--- src/rtl/fetch_unit_if.sv ---
// ---------------------------------------------------------------------------
// fetch_unit_if
// Byte-wide instruction memory bus between the fetch unit and memory.
//   mem_addr  : byte address driven by the fetch unit
//   mem_rd    : read request, held until mem_ack
//   mem_rdata : read data, valid in the cycle mem_ack is high
//   mem_ack   : memory completed the current byte read
// master = fetch unit side, slave = memory side.
// ---------------------------------------------------------------------------
interface fetch_unit_if;
    logic [15:0] mem_addr;
    logic        mem_rd;
    logic [7:0]  mem_rdata;
    logic        mem_ack;

    modport master (
        output mem_addr,
        output mem_rd,
        input  mem_rdata,
        input  mem_ack
    );

    modport slave (
        input  mem_addr,
        input  mem_rd,
        output mem_rdata,
        output mem_ack
    );
endinterface

--- src/rtl/fetch_unit.sv ---
// ---------------------------------------------------------------------------
// fetch_unit
// Fetches a 16-bit LC-3b instruction as two little-endian byte reads, holds it
// in IR for the downstream controller, and keeps the N/Z/P condition codes.
//   clk, rst_n   : clock, asynchronous active-low reset
//   fetch_req    : start a fetch at pc_in (sampled only when idle)
//   pc_in        : instruction byte address, must be even
//   mem          : byte memory bus (fetch_unit_if.master)
//   IR           : instruction register
//   ir_valid     : one-cycle pulse, IR just updated
//   busy         : fetch in progress
//   fetch_err    : one-cycle pulse, misaligned pc_in rejected
//   lccr/cc_data : load condition codes from cc_data
//   N, Z, P      : condition-code flags
// ---------------------------------------------------------------------------
module fetch_unit (
    input  logic         clk,
    input  logic         rst_n,
    input  logic         fetch_req,
    input  logic [15:0]  pc_in,
    fetch_unit_if.master mem,
    output logic [15:0]  IR,
    output logic         ir_valid,
    output logic         busy,
    output logic         fetch_err,
    input  logic         lccr,
    input  logic [15:0]  cc_data,
    output logic         N,
    output logic         Z,
    output logic         P
);

    localparam logic [1:0] IDLE  = 2'd0;
    localparam logic [1:0] RD_LO = 2'd1;
    localparam logic [1:0] RD_HI = 2'd2;

    logic [1:0]  state;
    logic [15:0] addr;
    logic [7:0]  lo_byte;

    logic accept;
    assign accept = (state == IDLE) && fetch_req && !pc_in[0];

    // Control state and registered status outputs
    always_ff @(posedge clk or negedge rst_n) begin
        if (!rst_n) begin
            state     <= IDLE;
            IR        <= 16'h0000;
            ir_valid  <= 1'b0;
            fetch_err <= 1'b0;
        end else begin
            ir_valid  <= 1'b0;
            fetch_err <= 1'b0;
            case (state)
                IDLE: begin
                    if (fetch_req) begin
                        if (pc_in[0]) begin
                            fetch_err <= 1'b1;
                        end else begin
                            state <= RD_LO;
                        end
                    end
                end
                RD_LO: begin
                    if (mem.mem_ack) begin
                        state <= RD_HI;
                    end
                end
                RD_HI: begin
                    if (mem.mem_ack) begin
                        IR       <= {mem.mem_rdata, lo_byte};
                        ir_valid <= 1'b1;
                        state    <= IDLE;
                    end
                end
                default: state <= IDLE;
            endcase
        end
    end

    // Address and low-byte holding registers carry no reset: they are only
    // observed while the FSM is in RD_LO/RD_HI, so an aborted fetch simply
    // leaves stale data that the next fetch overwrites.
    always_ff @(posedge clk) begin
        if (accept) begin
            addr <= pc_in;
        end
        if ((state == RD_LO) && mem.mem_ack) begin
            lo_byte <= mem.mem_rdata;
        end
    end

    // Condition codes, independent of the fetch FSM
    always_ff @(posedge clk or negedge rst_n) begin
        if (!rst_n) begin
            N <= 1'b0;
            Z <= 1'b1;
            P <= 1'b0;
        end else if (lccr) begin
            N <= cc_data[15];
            Z <= (cc_data == 16'h0000);
            P <= !cc_data[15] && (cc_data != 16'h0000);
        end
    end

    // Bus outputs decode straight from state flops; addr is even, so the
    // high byte address is formed by setting bit 0 (no carry at 0xFFFE).
    always_comb begin
        mem.mem_addr = 16'h0000;
        case (state)
            RD_LO:   mem.mem_addr = addr;
            RD_HI:   mem.mem_addr = {addr[15:1], 1'b1};
            default: mem.mem_addr = 16'h0000;
        endcase
    end

    assign mem.mem_rd = (state != IDLE);
    assign busy       = (state != IDLE);

endmodule

--- src/flat_wrapper.sv ---
// flat-port wrapper written by rule: the top's interface ports become plain ports
module fetch_unit_flat 
  (clk, rst_n, fetch_req, pc_in, IR, ir_valid, busy, fetch_err, lccr, cc_data, N, Z, P, mem_mem_addr, mem_mem_rd, mem_mem_rdata, mem_mem_ack);
  fetch_unit_if mem_i ();
  input  logic clk;
  input  logic rst_n;
  input  logic fetch_req;
  input  logic [15:0] pc_in;
  output logic [15:0] IR;
  output logic ir_valid;
  output logic busy;
  output logic fetch_err;
  input  logic lccr;
  input  logic [15:0] cc_data;
  output logic N;
  output logic Z;
  output logic P;
  output wire logic [$bits(mem_i.mem_addr)-1:0] mem_mem_addr;
  output wire logic [$bits(mem_i.mem_rd)-1:0] mem_mem_rd;
  input wire logic [$bits(mem_i.mem_rdata)-1:0] mem_mem_rdata;
  input wire logic [$bits(mem_i.mem_ack)-1:0] mem_mem_ack;
  assign mem_mem_addr = mem_i.mem_addr;
  assign mem_mem_rd = mem_i.mem_rd;
  assign mem_i.mem_rdata = mem_mem_rdata;
  assign mem_i.mem_ack = mem_mem_ack;
  fetch_unit u_core (.clk(clk), .rst_n(rst_n), .fetch_req(fetch_req), .pc_in(pc_in), .mem(mem_i), .IR(IR), .ir_valid(ir_valid), .busy(busy), .fetch_err(fetch_err), .lccr(lccr), .cc_data(cc_data), .N(N), .Z(Z), .P(P));
endmodule
--- config.mk ---
export PLATFORM = sky130hd
export DESIGN_NAME = fetch_unit_flat
export DESIGN_NICKNAME = d
export VERILOG_FILES = /design/src/rtl/fetch_unit_if.sv /design/src/rtl/fetch_unit.sv /design/src/flat_wrapper.sv
export SDC_FILE = /design/constraint.sdc
export NUM_CORES = 1
export LEC_CHECK = 0
export CAP_MARGIN = 30
export CORE_MARGIN = 5
export CORE_UTILIZATION = 46
export CTS_BUF_LIST = sky130_fd_sc_hd__clkbuf_8
export DETAILED_ROUTE_END_ITERATION = 8
export HOLD_SLACK_MARGIN = 0.06
export PLACE_DENSITY = 0.87
export SETUP_SLACK_MARGIN = 0.3
export SLEW_MARGIN = 20
export SYNTH_ARGS = -nofsm -noshare
export SYNTH_HDL_FRONTEND = slang
export SYNTH_SLANG_ARGS = --single-unit
export TNS_END_PERCENT = 100
--- constraint.sdc ---
create_clock -name clk -period 6.03 [get_ports clk]
set_clock_uncertainty 0.15 [all_clocks]
set_input_delay 1.5075 -clock clk [delete_from_list [all_inputs] [get_ports clk]]
set_output_delay 1.5075 -clock clk [all_outputs]
set_load 0.02 [all_outputs]
==> After elaboration in Yosys (flattened, before gate mapping) <==
Cells that the tools add are included.
{ "word_totals": {"word_cells": 38, "inputBits": 45, "ff_bits": 47, "output_inout_bits": 39} }
{ "classes": {"n_eq_ne": 6, "mux": 11, "reduce_logical": 12} }
{ "op_table": {"columns": ["op", "count"], "rows": [
  ["16-bit case mux with 2 select lines", 1],
  ["16-bit logical NOT", 1],
  ["16-bit nonzero test", 1],
  ["2-bit 2-to-1 mux", 4],
  ["2-bit inequality test, second input constant", 4],
  ["2-bit case mux with 3 select lines", 1],
  ["1-bit 2-to-1 mux", 5],
  ["1-bit logical AND", 4],
  ["4-bit AND reduction", 1],
  ["2-bit by 1-bit == test with 1-bit output, second input constant", 1],
  ["2-bit == test, second input constant", 1],
  ["1-bit logical NOT", 2],
  ["2-bit logical NOT", 1],
  ["2-bit AND reduction", 1],
  ["2-bit nonzero test", 1]
]} }

==> Logic depth before layout (Yosys ltp) <==
Gate-level depths: netlist of run 1.
{ "logic_depth": {"depth_word": 3, "depth_mapped": 6, "ltp_nobuf": 5} }

==> Worst setup path before layout of run 1 <==
No wires, ideal clock.
{ "synth_timing": {"path_type": "register to output", "from": "register u_core.state[0]", "to": "output mem_mem_addr[10]", "stages_incl_launch_ff": 7, "t_required_ps": 4372, "t_arrival_ps": 1341, "slack_ps": 3031, "n_path_buf": 1, "cell_sequence": "dfrtp_1 inv_1 ha_1 nor2_2 nor2b_2 buf_4 and2_1"} }
{ "synth_via": {"elab_chain_len": 2, "word_cells_on_any_way": 3, "cone_classes": "2 x eq/ne; 1 x mux"} }
{ "synth_lines": {"columns": ["item", "line_no", "rtl"], "rows": [
  ["start, declared", "fetch_unit.sv:37", "logic [1:0] state;"],
  ["start signal, assigned", "fetch_unit.sv:47", "state <= IDLE;"],
  ["start signal, assigned", "fetch_unit.sv:60", "state <= RD_LO;"],
  ["start signal, assigned", "fetch_unit.sv:66", "state <= RD_HI;"],
  ["2-bit == test or 2-bit by 1-bit == test with 1-bit output (tied branches)", "fetch_unit.sv:110", "case (state)"],
  ["16-bit case mux with 2 select lines (*)", "fetch_unit.sv:110", null],
  ["end, declared", "flat_wrapper.sv:18", "output wire logic [$bits(mem_i.mem_addr)-1:0] mem_mem_addr;"]
]} }
Every way passes the cells marked *; elsewhere a longest branch is shown, timed or not.

==> Worst setup path in the final report of run 1 <==
{ "layout_timing": {"from": "register u_core.state[0]", "to": "output mem_mem_addr[13]"} }
Same word-level chain as after synthesis.

==> results of run 1 <==
## path summary, 6_finish.rpt
path	to
min in group asynchronous	u_core.IR[0]
setup reg to reg	u_core.addr[8]
setup / recovery	mem_mem_addr[13]
hold reg to reg	u_core.Z
hold / removal	u_core.Z
max in group asynchronous	u_core.IR[10]
## worst max-delay path, delay by kind of cell, from the launching register on
| kind | cells | cell delay (ns) |
|---|---|---|
| adder cells (fa/ha/maj) | 1 | 0.27 |
| buffers and inverters | 2 | 0.76 |
| flip-flops | 1 | 0.43 |
| AND/OR/NAND/NOR | 3 | 0.67 |
## cells by family (layout without fill, tap and decap cells)
| logic type | Yosys count | in the layout |
|---|---|---|
| multiplexers | 20 | 20 |
| AND/OR/NAND/NOR | 29 | 29 |
| adder cells (fa/ha/maj) | 5 | 5 |
| flip-flops | 47 | 47 |
| AO/OA/AOI/OAI | 3 | 3 |
| buffers and inverters | 9 | 99 |
## final cells by class
cell class,count,area (um2),area share (%)
clock buffers,5,68.8,2.39
clock inverters,3,38.8,1.35
inverters,6,22.5,0.782
multi-input cells,57,536,18.6
flip-flops and latches,47,1300,45.1
well taps,50,62.6,2.17
repair buffers,85,853,29.6
## cells in the mapped netlist, types with 2 or more instances
cell type                   n
sky130_fd_sc_hd__and2_1    16
sky130_fd_sc_hd__buf_4      2
sky130_fd_sc_hd__dfrtp_1   22
sky130_fd_sc_hd__edfxtp_1  24
sky130_fd_sc_hd__ha_1       5
sky130_fd_sc_hd__inv_1      6
sky130_fd_sc_hd__mux2_2    10
sky130_fd_sc_hd__mux2_4     9
sky130_fd_sc_hd__nor4_1     4
## report_power, final
part           internal (uW)  switching, uW  leakage [uW]  total (uW)
Combinational            332            296      0.000612         629
Sequential               430           43.7      0.000497         473
Clock                    121           98.4     0.0000556         220
Total                    883            439       0.00116        1320
## state kept, by name, indices dropped and copies added, names as in the netlist
signal / count
u_core.IR: 16
u_core.N: 1
u_core.P: 1
u_core.Z: 1
u_core.addr: 16
u_core.fetch_err: 1
u_core.ir_valid: 1
u_core.lo_byte: 8
u_core.state: 2
## through the flow
step / setup WS (ns) / power [uW] / util [%] / area (um2) / instances
after CTS: 1.90 / 1340 / 72.5 / 2880 / 253
final: 1.95 / 1320 / 72.5 / 2880 / 253
after global routing: 1.74 / 1390 / 72.5 / 2880 / 253
after floorplan: 3.03 / 822 / - / 1880 / 113
after detailed placement: 2.24 / 1110 / 69.8 / 2770 / 245
after global placement: 2.43 / 1080 / 69.2 / 2750 / 243
## per-layer routing
metal	global-route usage [%]	share of wire (%)
met1	19.6	36
met3	3.51	2.8
met2	31.2	58
met5	0	0
met4	9.66	3.3
==> metrics.txt, run 1 <==
# TYPE chip_impl_metric gauge
chip_impl_info{name="cp_cell_sequence",value="inv_1 -> ha_1 -> nor2_2 -> nor2b_2 -> and2_1 -> clkdlybuf4s50_1"} 1
chip_impl_metric{name="layout_min_cycle_time",unit="ns"} 4.08
chip_impl_metric{name="globalplace.congestion",unit=""} 0.781
chip_impl_metric{name="maxCapViolations",unit=""} 0
chip_impl_metric{name="synth-compound-area-share",unit="%"} 1.66
chip_impl_metric{name="synth_seq_area_share",unit="%"} 68.9
chip_impl_metric{name="maximum_number_of_pins_on_one_net_before_global_route_repair",unit=""} 18
chip_impl_metric{name="fillers",unit=""} 257
chip_impl_metric{name="syn_area_per_cell",unit="um2"} 16.7
chip_impl_info{name="grt_setup_unrepaired",value="no"} 1
chip_impl_metric{name="clock_latency",unit="ns"} 0.29
chip_impl_metric{name="initial_utilization",unit="%"} 47.4
chip_impl_metric{name="coreArea",unit="um2"} 3970
chip_impl_metric{name="setup_tns",unit="ns"} 0
chip_impl_metric{name="hpwl",unit="um"} 3580
chip_impl_metric{name="drc_errors",unit=""} 0
chip_impl_metric{name="standard_cell_rows",unit=""} 23
chip_impl_metric{name="power.ir.vdd_worst",unit="mV"} 0.283
chip_impl_metric{name="grt_pass1_vias",unit=""} 1318
chip_impl_info{name="worst_hold_path_type",value="register to register"} 1
chip_impl_info{name="master_of_the_slowest_instance_on_the_critical_path",value="sky130_fd_sc_hd__clkdlybuf4s50_1"} 1
chip_impl_metric{name="postCtsSetupBuffers",unit=""} 0
chip_impl_metric{name="yosys-mux-area-fraction",unit="%"} 13.7
chip_impl_metric{name="leakage_dissipation",unit="uW"} 0.00116
chip_impl_info{name="critical_path_class",value="register to output pin"} 1
chip_impl_metric{name="slew-limit-headroom",unit="%"} 55.3
chip_impl_metric{name="drt_pass1_iterations",unit=""} 4
chip_impl_metric{name="ioPinCount",unit=""} 84
chip_impl_metric{name="ctsResizeCount",unit=""} 0
chip_impl_metric{name="r2r_setup_slack",unit="ns"} 3.96
chip_impl_metric{name="route.vias.total",unit=""} 1195
chip_impl_metric{name="number_of_flip_flops_and_latches_in_the_synthesized_netlist",unit=""} 47
chip_impl_metric{name="synthesis.nets",unit=""} 163
chip_impl_info{name="start_kind",value="register"} 1
chip_impl_metric{name="die_height",unit="um"} 74.0
chip_impl_info{name="endpoint_kind",value="output pin"} 1
chip_impl_metric{name="cts.path.max_buffers",unit=""} 2
chip_impl_metric{name="power_per_cell_area",unit="nW/um2"} 459
chip_impl_info{name="synth_top_family_by_area",value="multiplexers"} 1
chip_impl_metric{name="grt_pass1_wl",unit="um"} 6930
chip_impl_metric{name="synth_simple_gate_area_share",unit="%"} 9.77
chip_impl_metric{name="worst_r2r_path_depth",unit=""} 5
chip_impl_info{name="final_cell_mix",value="sky130_fd_sc_hd__clkdlybuf4s50_1, sky130_fd_sc_hd__edfxtp_1, sky130_fd_sc_hd__dfrtp_1"} 1
chip_impl_info{name="synth_top_cell_by_area",value="sky130_fd_sc_hd__edfxtp_1"} 1
chip_impl_metric{name="synth_adder_area_share",unit="%"} 3.32
chip_impl_metric{name="clkTransAtPathRegs",unit="ns"} 0.08
chip_impl_metric{name="number_of_synthesized_flops_with_an_enable_pin",unit=""} 24
chip_impl_info{name="crit_path_start",value="u_core.state[0]"} 1
chip_impl_metric{name="cp_data_arrival_time",unit="ns"} 2.42
chip_impl_metric{name="worst_pin_slew",unit="ns"} 0.669
chip_impl_metric{name="number_of_antenna_violations_at_the_first_check_in_global_routing",unit=""} 0
chip_impl_metric{name="count_of_hold_fix_buffers_inserted_at_cts",unit=""} 0
chip_impl_metric{name="globalRouteTotalUtil",unit="%"} 17.5
chip_impl_metric{name="area_delta_synth_final",unit="%"} 53.0
chip_impl_metric{name="postRouteAntennaNets",unit=""} 0
chip_impl_info{name="status",value="finished clean"} 1
chip_impl_metric{name="grt_remaining_overflow",unit=""} 0
chip_impl_metric{name="tritoncts.num_buffers",unit=""} 5
chip_impl_metric{name="via_per_inst",unit=""} 4.72
chip_impl_metric{name="synth_top_cell_area_share",unit="%"} 38.3
chip_impl_metric{name="antenna_cells",unit=""} 0
chip_impl_metric{name="die_width",unit="um"} 74.0
chip_impl_metric{name="detailedRoute.firstIterationViolations",unit=""} 56
chip_impl_metric{name="fraction_of_synthesized_cell_area_in_xor_and_xnor_cells",unit="%"} 0
chip_impl_metric{name="synth_area",unit="um2"} 1880
chip_impl_metric{name="io_buffers",unit=""} 83
chip_impl_metric{name="drive_gt1_share",unit="%"} 16.7
chip_impl_metric{name="post_synth_inst_count",unit=""} 113
chip_impl_info{name="min_delay_startpoint",value="u_core.Z"} 1
chip_impl_metric{name="dieArea",unit="um2"} 5470
chip_impl_metric{name="clock_sink_count",unit=""} 47
chip_impl_metric{name="critical_path_required",unit="ns"} 4.37
chip_impl_metric{name="finish.net_count",unit=""} 252
chip_impl_info{name="synth_area_leaders",value="sky130_fd_sc_hd__edfxtp_1, sky130_fd_sc_hd__dfrtp_1, sky130_fd_sc_hd__mux2_4"} 1
chip_impl_metric{name="max_freq",unit="MHz"} 245
chip_impl_metric{name="route.detailed.wl_per_inst",unit="um"} 17.6
chip_impl_metric{name="ys_async_sr_fraction",unit="%"} 48.9
chip_impl_metric{name="ys_types",unit=""} 24
chip_impl_info{name="root_buffer",value="sky130_fd_sc_hd__clkbuf_8"} 1
chip_impl_metric{name="crit_fanout",unit=""} 16
chip_impl_metric{name="htreeDepth",unit=""} 2
chip_impl_metric{name="final-hold-violation-count",unit=""} 0
chip_impl_metric{name="wl_final",unit="um"} 4460
chip_impl_metric{name="slew_violations",unit=""} 0
chip_impl_metric{name="hold_slack",unit="ns"} 0.323
chip_impl_info{name="synthFlopType",value="sky130_fd_sc_hd__edfxtp_1"} 1
chip_impl_metric{name="setup_viol_count_final",unit=""} 0
chip_impl_info{name="tritoncts",value="built"} 1
chip_impl_metric{name="timing.critical_path.slowest_cell_delay",unit="ns"} 0.63
chip_impl_info{name="crit-reg2reg-launch",value="u_core.state[0]"} 1
chip_impl_metric{name="min_delay_path_depth",unit=""} 2
chip_impl_metric{name="synthesis.yosys.warnings",unit=""} 0
chip_impl_metric{name="finalCritPeriodShare",unit="%"} 67.7
chip_impl_info{name="layout_commonest_cell",value="sky130_fd_sc_hd__clkdlybuf4s50_1"} 1
(Power assumes the default switching activity.)
==> run 2, diff against run 1 <==
CORE_UTILIZATION = 43   (was 46)
PLACE_DENSITY = 0.82   (was 0.87)
clock period = 3.85 ns   (was 6.03 ns; I/O delays follow)
==> run 2 against run 1 <==
Via count is 0.59% lower. Largest cell class unchanged. Cell count up 0.79%. First-iteration DRC count down 27%. Worst setup slack got worse by 1.4 ns. Worst hold slack worse by 0.0063 ns. Clock power rose by 85%.
==> metrics.txt, run 2 (synthesis results as in run 1) <==
# TYPE chip_impl_metric gauge
chip_impl_info{name="status",value="finished clean"} 1
chip_impl_metric{name="via_per_inst",unit=""} 4.66
chip_impl_metric{name="slew_violations",unit=""} 0
chip_impl_metric{name="tritoncts.num_buffers",unit=""} 5
chip_impl_metric{name="number_of_antenna_violations_at_the_first_check_in_global_routing",unit=""} 0
chip_impl_metric{name="slew-limit-headroom",unit="%"} 71.1
chip_impl_metric{name="setup_tns",unit="ns"} 0
chip_impl_metric{name="finalCritPeriodShare",unit="%"} 86.7
chip_impl_info{name="endpoint_kind",value="output pin"} 1
chip_impl_info{name="critical_path_class",value="register to output pin"} 1
chip_impl_metric{name="grt.met3_usage",unit="%"} 4.26
chip_impl_metric{name="globalplace.congestion",unit=""} 0.723
chip_impl_metric{name="timing.critical_path.slowest_cell_delay",unit="ns"} 0.62
chip_impl_metric{name="crit_fanout",unit=""} 16
chip_impl_metric{name="power.internal",unit="uW"} 1460
chip_impl_metric{name="path_buf_inv",unit=""} 2
chip_impl_info{name="start_kind",value="register"} 1
chip_impl_metric{name="grt_pass1_vias",unit=""} 1368
chip_impl_metric{name="clock_sink_count",unit=""} 47
chip_impl_metric{name="min_delay_path_depth",unit=""} 2
chip_impl_metric{name="power.clock.fraction",unit="%"} 19.0
chip_impl_metric{name="antenna_cells",unit=""} 0
chip_impl_info{name="critical_path.top_delay_family",value="buffers and inverters"} 1
chip_impl_metric{name="pwr-share-comb",unit="%"} 46.5
chip_impl_metric{name="grt_util_met1",unit="%"} 16.4
chip_impl_metric{name="clock_latency",unit="ns"} 0.29
chip_impl_metric{name="wl_final",unit="um"} 4190
chip_impl_metric{name="ioPinCount",unit=""} 84
chip_impl_metric{name="globalRouteTotalUtil",unit="%"} 15.5
chip_impl_metric{name="route.vias.total",unit=""} 1188
chip_impl_metric{name="worst_pin_slew",unit="ns"} 0.432
chip_impl_info{name="worst_hold_path_type",value="register to register"} 1
chip_impl_metric{name="htreeDepth",unit=""} 2
chip_impl_info{name="grt_setup_unrepaired",value="no"} 1
chip_impl_info{name="tritoncts",value="built"} 1
chip_impl_info{name="cp_cell_sequence",value="inv_1 -> ha_1 -> nor2_2 -> nor2b_4 -> and2_1 -> clkdlybuf4s50_1"} 1
chip_impl_metric{name="fillers",unit=""} 306
chip_impl_metric{name="grt_pass1_wl",unit="um"} 7060
chip_impl_metric{name="report.power.total",unit="uW"} 2140
chip_impl_metric{name="clkTransAtPathRegs",unit="ns"} 0.08
chip_impl_metric{name="swShare",unit="%"} 32.0
chip_impl_metric{name="drc_errors",unit=""} 0
chip_impl_metric{name="dieArea",unit="um2"} 5800
chip_impl_metric{name="coreArea",unit="um2"} 4290
chip_impl_info{name="reg.largest.list",value="u_core.IR (16), u_core.addr (16), u_core.lo_byte (8)"} 1
chip_impl_metric{name="grt_use_met2",unit="%"} 28.8
chip_impl_metric{name="drt_pass1_iterations",unit=""} 4
chip_impl_metric{name="finish.net_count",unit=""} 252
chip_impl_metric{name="grt_remaining_overflow",unit=""} 0
chip_impl_metric{name="io_buffers",unit=""} 83
chip_impl_metric{name="route.detailed.wl_per_inst",unit="um"} 16.4
chip_impl_metric{name="drive_gt1_share",unit="%"} 16.7
chip_impl_info{name="globalRoute.busiestLayer",value="met2"} 1
chip_impl_metric{name="final-hold-violation-count",unit=""} 0
chip_impl_metric{name="power_per_cell_area",unit="nW/um2"} 733
chip_impl_metric{name="leakage_dissipation",unit="uW"} 0.00119
chip_impl_metric{name="count_of_hold_fix_buffers_inserted_at_cts",unit=""} 0
chip_impl_metric{name="cp_data_arrival_time",unit="ns"} 2.22
chip_impl_metric{name="standard_cell_rows",unit=""} 24
chip_impl_metric{name="worst_r2r_path_depth",unit=""} 5
chip_impl_metric{name="cts.path.max_buffers",unit=""} 2
chip_impl_metric{name="die_width",unit="um"} 76.2
chip_impl_metric{name="initial_utilization",unit="%"} 43.8
chip_impl_info{name="final_cell_mix",value="sky130_fd_sc_hd__clkdlybuf4s50_1, sky130_fd_sc_hd__edfxtp_1, sky130_fd_sc_hd__dfrtp_1"} 1
chip_impl_metric{name="max_freq",unit="MHz"} 300
chip_impl_metric{name="cp_num_cells",unit=""} 6
chip_impl_info{name="root_buffer",value="sky130_fd_sc_hd__clkbuf_8"} 1
chip_impl_metric{name="switchingPower",unit="uW"} 685
chip_impl_metric{name="critical_path_required",unit="ns"} 2.74
chip_impl_metric{name="maxCapViolations",unit=""} 0
chip_impl_metric{name="postCtsSetupBuffers",unit=""} 0
chip_impl_metric{name="maximum_number_of_pins_on_one_net_before_global_route_repair",unit=""} 18
chip_impl_metric{name="detailedRoute.firstIterationViolations",unit=""} 41
chip_impl_metric{name="postRouteAntennaNets",unit=""} 0
chip_impl_info{name="master_of_the_slowest_instance_on_the_critical_path",value="sky130_fd_sc_hd__clkdlybuf4s50_1"} 1
chip_impl_metric{name="power.ir.vdd_worst",unit="mV"} 0.463
chip_impl_info{name="layout_commonest_cell",value="sky130_fd_sc_hd__clkdlybuf4s50_1"} 1
chip_impl_metric{name="hpwl",unit="um"} 3460
chip_impl_metric{name="ctsResizeCount",unit=""} 0
chip_impl_metric{name="die_height",unit="um"} 76.2
chip_impl_metric{name="setup_viol_count_final",unit=""} 0
chip_impl_metric{name="layout_min_cycle_time",unit="ns"} 3.34
chip_impl_metric{name="area_delta_synth_final",unit="%"} 55.4
chip_impl_metric{name="p_seq_share",unit="%"} 34.6
[run 2: final timing paths]
check                                start                to  slack [ns]
min in group asynchronous            rst_n   u_core.ir_valid        0.82
setup / recovery           u_core.state[0]  mem_mem_addr[13]        0.51
max in group asynchronous            rst_n   u_core.state[0]        2.29
setup reg to reg           u_core.state[0]   u_core.state[0]        2.06
hold / removal                    u_core.Z          u_core.Z        0.32
hold reg to reg                   u_core.Z          u_core.Z        0.32
[run 2: power groups by stage]
stage	Clock, uW	Combinational, uW	Sequential, uW
floorplan	0	435	852
global placement	0	964	739
detailed placement	0	1000	752
CTS	417	1000	743
global route	440	1060	755
finish	406	996	741
[run 2: layout make-up]
type / count / area [um2] / area share (%)
Tap cell: 52 / 65.1 / 2.23
Clock inverter: 3 / 63.8 / 2.18
Inverter: 6 / 22.5 / 0.770
Clock buffer: 5 / 68.8 / 2.35
Timing Repair Buffer: 85 / 866 / 29.6
Sequential cell: 47 / 1300 / 44.4
Multi-Input combinational cell: 57 / 541 / 18.5
[run 2: tightest hold or removal path: stages, from the launching register on]
cell and delay, ns:
sky130_fd_sc_hd__dfstp_2 0.38, sky130_fd_sc_hd__inv_1 0.04, sky130_fd_sc_hd__mux2i_1 0.05
[run 2: through the flow]
step	utilization [%]	instance area [um2]	hold slack (ns)	instances	setup WS [ns]
floorplan	-	1880	0.305	113	1.40
global route	68.1	2920	0.349	255	0.332
CTS	68.0	2920	0.320	255	0.317
global placement	64.2	2760	0.307	246	0.779
detailed placement	64.9	2790	0.307	247	0.638
finish	68.1	2920	0.316	255	0.513
[run 2: metal layers]
metal,routed length (um),share of wire [%]
met1,1450,35
met2,2460,59
met3,232,5.5
met4,41,0.98
met5,0,0
